### src/rtl/branch_target_unit.sv
// -----------------------------------------------------------------------------
// branch_target_unit
//
// Instruction address offset queue (front/back) with delayed-branch handling.
// Each unstalled clock edge ("advance") moves the queue one instruction forward.
// An accepted taken branch puts its delay slot at the front and the branch
// target at the back. The unit also produces the nullification flag for the
// next instruction, the branch-and-link return address and a saturating count
// of taken branches. Every output comes straight from a flop.
//
// Ports
//   clk          rising-edge clock
//   reset        asynchronous active-high reset
//   stall        holds the queue and status flags while high
//   redirect     load redirect_pc into the queue; wins over stall and branches
//   redirect_pc  redirect target address
//   br_valid     instruction at pc_front is a branch
//   offset_in    sign-extended word offset of the branch
//   cond_eval    branch condition true (taken)
//   bl           branch-and-link
//   n_bit        nullify bit of the branch
//   pc_front     queue front (address of the current instruction)
//   pc_back      queue back (address of the next instruction)
//   nullify_out  the instruction at pc_front is nullified
//   in_delay     pc_front holds the delay slot of a taken branch
//   ret_addr     link address of the last taken branch-and-link
//   ret_valid    one-cycle pulse, ret_addr may be written to the link register
//   taken_cnt    saturating count of taken branches
//
// State        | meaning
// -------------+-------------------------------------------------------------
// ST_RUN       | sequential flow, front instruction executes normally
// ST_DELAY     | front is the delay slot of a taken branch
// ST_NULL      | front instruction is nullified
// ST_DELAY_NULL| front is a nullified delay slot
// -----------------------------------------------------------------------------
module branch_target_unit #(
   parameter int              PC_W     = 8,
   parameter int              OFF_W    = 21,
   parameter logic [PC_W-1:0] RESET_PC = '0,
   parameter int              CNT_W    = 8
) (
   input  logic             clk,
   input  logic             reset,
   input  logic             stall,
   input  logic             redirect,
   input  logic [PC_W-1:0]  redirect_pc,
   input  logic             br_valid,
   input  logic [OFF_W-1:0] offset_in,
   input  logic             cond_eval,
   input  logic             bl,
   input  logic             n_bit,
   output logic [PC_W-1:0]  pc_front,
   output logic [PC_W-1:0]  pc_back,
   output logic             nullify_out,
   output logic             in_delay,
   output logic [PC_W-1:0]  ret_addr,
   output logic             ret_valid,
   output logic [CNT_W-1:0] taken_cnt
);

   typedef enum logic [1:0] {
      ST_RUN        = 2'b00,
      ST_DELAY      = 2'b01,
      ST_NULL       = 2'b10,
      ST_DELAY_NULL = 2'b11
   } state_t;

   localparam logic [PC_W-1:0]  PC_STEP = PC_W'(4);
   localparam logic [PC_W-1:0]  PC_LINK = PC_W'(8);
   localparam logic [CNT_W-1:0] CNT_MAX = '1;

   state_t           state_q, state_d;
   logic [PC_W-1:0]  pc_front_q, pc_front_d;
   logic [PC_W-1:0]  pc_back_q, pc_back_d;
   logic [PC_W-1:0]  ret_addr_q, ret_addr_d;
   logic             ret_valid_q, ret_valid_d;
   logic [CNT_W-1:0] taken_cnt_q, taken_cnt_d;

   logic             null_q;
   logic             off_neg;
   logic [PC_W-1:0]  off_words;
   logic [PC_W-1:0]  link_addr;
   logic [PC_W-1:0]  target_addr;
   logic             br_accept;
   logic             br_taken;
   logic             set_null;

   // Only the low offset bits that survive the modulo-2^PC_W target sum and the
   // sign bit matter; the middle bits are sign-extension copies.
   logic             unused_offset_bits;
   assign unused_offset_bits = ^offset_in[OFF_W-2:PC_W-2];

   assign null_q      = (state_q == ST_NULL) || (state_q == ST_DELAY_NULL);
   assign off_neg     = offset_in[OFF_W-1];
   assign off_words   = {offset_in[PC_W-3:0], 2'b00};
   assign link_addr   = pc_front_q + PC_LINK;
   assign target_addr = link_addr + off_words;

   // A nullified front instruction cannot branch, whatever br_valid says.
   assign br_accept = br_valid && !null_q;
   assign br_taken  = br_accept && cond_eval;

   // Nullify the next instruction: always for branch-and-link, otherwise for a
   // taken forward branch or a not-taken backward branch.
   assign set_null = br_accept && n_bit &&
                     (bl || (cond_eval ? !off_neg : off_neg));

   always_comb begin
      state_d     = state_q;
      pc_front_d  = pc_front_q;
      pc_back_d   = pc_back_q;
      ret_addr_d  = ret_addr_q;
      taken_cnt_d = taken_cnt_q;
      // ret_valid is a pulse: it drops on the edge after it was raised, even if
      // that edge is stalled, so the link register is written only once.
      ret_valid_d = 1'b0;

      if (redirect) begin
         pc_front_d = redirect_pc;
         pc_back_d  = redirect_pc + PC_STEP;
         state_d    = ST_RUN;
      end else if (!stall) begin
         pc_front_d = pc_back_q;
         if (br_taken) begin
            pc_back_d = target_addr;
            if (taken_cnt_q != CNT_MAX) begin
               taken_cnt_d = taken_cnt_q + CNT_W'(1);
            end
            if (bl) begin
               ret_addr_d  = link_addr;
               ret_valid_d = 1'b1;
            end
         end else begin
            pc_back_d = pc_back_q + PC_STEP;
         end

         case ({set_null, br_taken})
            2'b00:   state_d = ST_RUN;
            2'b01:   state_d = ST_DELAY;
            2'b10:   state_d = ST_NULL;
            default: state_d = ST_DELAY_NULL;
         endcase
      end
   end

   always_ff @(posedge clk or posedge reset) begin
      if (reset) begin
         state_q     <= ST_RUN;
         pc_front_q  <= RESET_PC;
         pc_back_q   <= RESET_PC + PC_STEP;
         ret_addr_q  <= '0;
         ret_valid_q <= 1'b0;
         taken_cnt_q <= '0;
      end else begin
         state_q     <= state_d;
         pc_front_q  <= pc_front_d;
         pc_back_q   <= pc_back_d;
         ret_addr_q  <= ret_addr_d;
         ret_valid_q <= ret_valid_d;
         taken_cnt_q <= taken_cnt_d;
      end
   end

   assign pc_front    = pc_front_q;
   assign pc_back     = pc_back_q;
   assign nullify_out = null_q;
   assign in_delay    = (state_q == ST_DELAY) || (state_q == ST_DELAY_NULL);
   assign ret_addr    = ret_addr_q;
   assign ret_valid   = ret_valid_q;
   assign taken_cnt   = taken_cnt_q;

endmodule

### config.mk
export PLATFORM = sky130hd
export DESIGN_NAME = branch_target_unit
export DESIGN_NICKNAME = d
export VERILOG_FILES = /design/src/rtl/branch_target_unit.sv
export SDC_FILE = /design/constraint.sdc
export NUM_CORES = 1
export LEC_CHECK = 0
export BUFFER_PORTS_ARGS = -buffer_cell sky130_fd_sc_hd__buf_4
export CAP_MARGIN = 5
export CORE_ASPECT_RATIO = 1.25
export CORE_MARGIN = 10
export CORE_UTILIZATION = 30
export CTS_CLUSTER_DIAMETER = 60
export DETAILED_ROUTE_END_ITERATION = 10
export PLACE_DENSITY_LB_ADDON = 0.08
export SYNTH_ARGS = -nofsm -noshare
export SYNTH_HDL_FRONTEND = slang
export SYNTH_SLANG_ARGS = --single-unit
### constraint.sdc
create_clock -name clk -period 2.9 [get_ports clk]
set_input_delay 0.58 -clock clk [delete_from_list [all_inputs] [get_ports clk]]
set_output_delay 0.58 -clock clk [all_outputs]
set_load 0.01 [all_outputs]
==> results.md <==
- EDFF count, synth: 0
- CTS tree: yes
- Startpoint Class: flop
- Sequential fraction of the synthesis area: between 40% and 50%
- Initial Util: 30.86%
- Pin count of the biggest net entering global routing: 36
- Die area: around 10,000 um2
- Switching power share of the total: between 30% and 40%
- Crit path arrival time: about 2.4 ns
- Drc violations: 0
- Worst Max-Slew Pin Slew: between 0.4 and 0.5 ns
- Setup TNS: 0 ns
- Placed wire-length estimate: 4.221 mm
- Die Y: ~110 um
- Final cell count without fillers: approximately 340
- Synthesized area: approximately 2000 um2
- Crit path buf inv count: 0
- Dpl cells: approximately 340
- Resize count post-CTS: 0
- Root Driver: clkbuf_8
- First-pass detailed-route iteration total: 4
- Fmax: ~450 MHz
- Initial antenna violation count: 0
- Worst Skew: about 0.0060 ns
- Netlist cell types: 43
- CP max FO: 4
- Delay-heaviest family, CP: compound AO/OA/AOI/OAI gates
- Core Footprint: 6565 um2
- Internal Power: roughly 1 mW
- Post-synth ARST share: 100.0%
- Antenna Nets Post-Route: 0
- # clock sinks: 35
- Avg WL per Cell: 16.24 um
- Max Slew Vio Count: 0
- Commonest non-fill, non-tap cell in the layout: buf_4
- Multi-input gate area: between 1000 and 1500 um2
- CTS H-tree lvls: 2
- Final Hold Viols: 0
- Pwr/cell area: 575.7 nW/um2
- Post-Syn Area per Cell: ~10 um2
- Worst VDD drop: 0.4048 mV
- Switching pwr: 483.9 uW
- Clock power frac: between 20% and 30%
- Syn Nets: between 200 and 300
- Critical Path RT: 3.07 ns
- Area Growth Syn to Fin: 28.10%
- Layout cell share with drive strength beyond 1: 30.59%
- Nets@finish: ~300
- GR Overflow Total: 0
- IO buf count: 57
- Post CTS Setup Buffer Count: 0
- Commonest non-fill, non-tap cells in the layout: buf_4, dfrtp_1, nor2_1
- Post-Synthesis Cells: slightly above 200
- Critical path class: flop to flop
- Sequential standard cell area: about 880 um2
- #FFs+latches synth: 35
- Antenna cells: 0
- RSZ-0062 raised after global routing: no
- IO Count: slightly above 70
- Max incr delay on CP: about 0.43 ns
- Gpl congestion: between 0.7 and 0.8
- Die Wd: a little over 90 um
- Final setup fails: 0
- Slowest stage cell, crit path: dfrtp_1
- Min Tclk post-route: 2.222 ns
- Leak: between 1 and 1.5 nW
- Most used DFF post-synth: dfrtp_1
- Skew-Pair Late Insertion Delay: roughly 0.28 ns
- GRT Resource Usage Total: 10.79%
- Via count of the routed design: about 1,600
- Crit. End Element: flop
- Vias in the first global route: about 1,800
- Combinational Power Share: a little under a third
- YS warnings: 0
- Global-route wire length before repair: 9.149 mm
- Post-route setup slack: just under 0.7 ns
- DRT Wirelength: 5.554 mm
- Total CTS buffers: 5
- Final Cycle Share: 76.62%
- Design Power: between 1 and 1.5 mW
- Slew HR: slightly below 70%
- Status: completed
- Reg clk slew, reported paths: about 0.070 ns
- Max_cap viols: 0
- Max Root-Sink Buffers: 2
- Filler Cells Inserted: 686
- Cts hold-fix bufs: 0
- CP Cell Sequence: ha_1, ha_1, a211oi_1, o21bai_1, a2111oi_0, o21bai_1, o31ai_1
- HP Class: input port to async pin
- Via/cell ratio: between 4 and 5
- Rows: 33
- Sequential Power Share: approximately 44%
- Initial drt markers: 80
- Setup slack after placement: 0.6393 ns
[registers in the layout (all words and copies together), names as in the netlist]
register   count
pc_back        8
pc_front       8
ret_addr       8
ret_valid      1
state_q        2
taken_cnt      8
[worst min-delay path, stage by stage]
cell and delay, ns:
buf_4 0.11, inv_1 0.04, buf_4 0.39
[Yosys cell counts, types with 3 or more instances]
master     n  area share (%)
a21oi_1   12             3.0
inv_1      6             1.1
xor2_1     7             3.0
nor3_1     3            0.74
mux2_2     7             3.9
buf_4      3             1.1
nand2_1   13             2.4
a211oi_1   3             1.1
dfrtp_1   34              42
o21ai_0   12             3.0
nand3_1   10             2.5
o21bai_1   3             1.1
clkbuf_1   7             1.3
and3_1     4             1.2
mux2i_1   11             5.4
xnor2_1   11             4.8
nand4_1    3            0.93
nor2_1    18             3.3
ha_1       9             5.6
[metrics by stage]
step                      hold WS, ns  utilization (%)  cell area [um2]
after floorplan                0.4809                -             2026
after global placement         0.4676            38.19             2507
after detailed placement       0.4715            38.19             2507
after CTS                      0.4234            39.53             2595
after global routing           0.4512            39.53             2595
final                          0.4047            39.53             2595
[kinds of logic after synthesis]
| logic type | count (synthesis) | share of synthesized area (%) |
|---|---|---|
| compound gates | 42 | 13.65 |
| xor+xnor | 18 | 7.783 |
| fa+ha+maj | 10 | 6.547 |
| buf+inv | 21 | 4.942 |
| flops | 35 | 43.30 |
| mux | 18 | 9.327 |
| simple gates | 59 | 14.45 |
[layer usage]
metal	GRT usage [%]	part of all wire, %	vias to the layer above
met5	0	0	-
met4	3.093	0.59	0
met3	3.360	5.6	2
met2	18.33	49	35
met1	12.57	45	752
li1	-	-	818
[power by group through the flow]
stage	Combinational, mW	Sequential, mW	Clock [mW]
floorplan	0.230	0.692	0
global placement	0.482	0.670	0
detailed placement	0.484	0.670	0
CTS	0.485	0.662	0.374
global route	0.526	0.678	0.398
finish	0.471	0.660	0.362
[path summary, 6_finish.rpt]
kind / start / end / slack (ns) / cells after the start
setup / recovery: pc_front[4] / pc_back[7] / 0.68 / 7
hold / removal: reset / pc_front[1] / 0.40 / 3
setup reg to reg: pc_front[4] / pc_back[7] / 0.68 / 7
hold reg to reg: ret_addr[3] / ret_addr[3] / 0.48 / 2
max in group asynchronous: reset / pc_back[2] / 2.15 / 3
min in group clk: ret_addr[3] / ret_addr[3] / 0.48 / 2
[final cells by class]
type                            instances  area share (%)
Inverter                                6          0.8679
Sequential cell                        35           33.80
Clock buffer                            6           3.182
Clock inverter                          1          0.1929
Timing Repair Buffer                   60           17.36
Multi-Input combinational cell        147           40.41
Tap cell                               87           4.195
No activity file was read; power rests on OpenSTA's default activity.
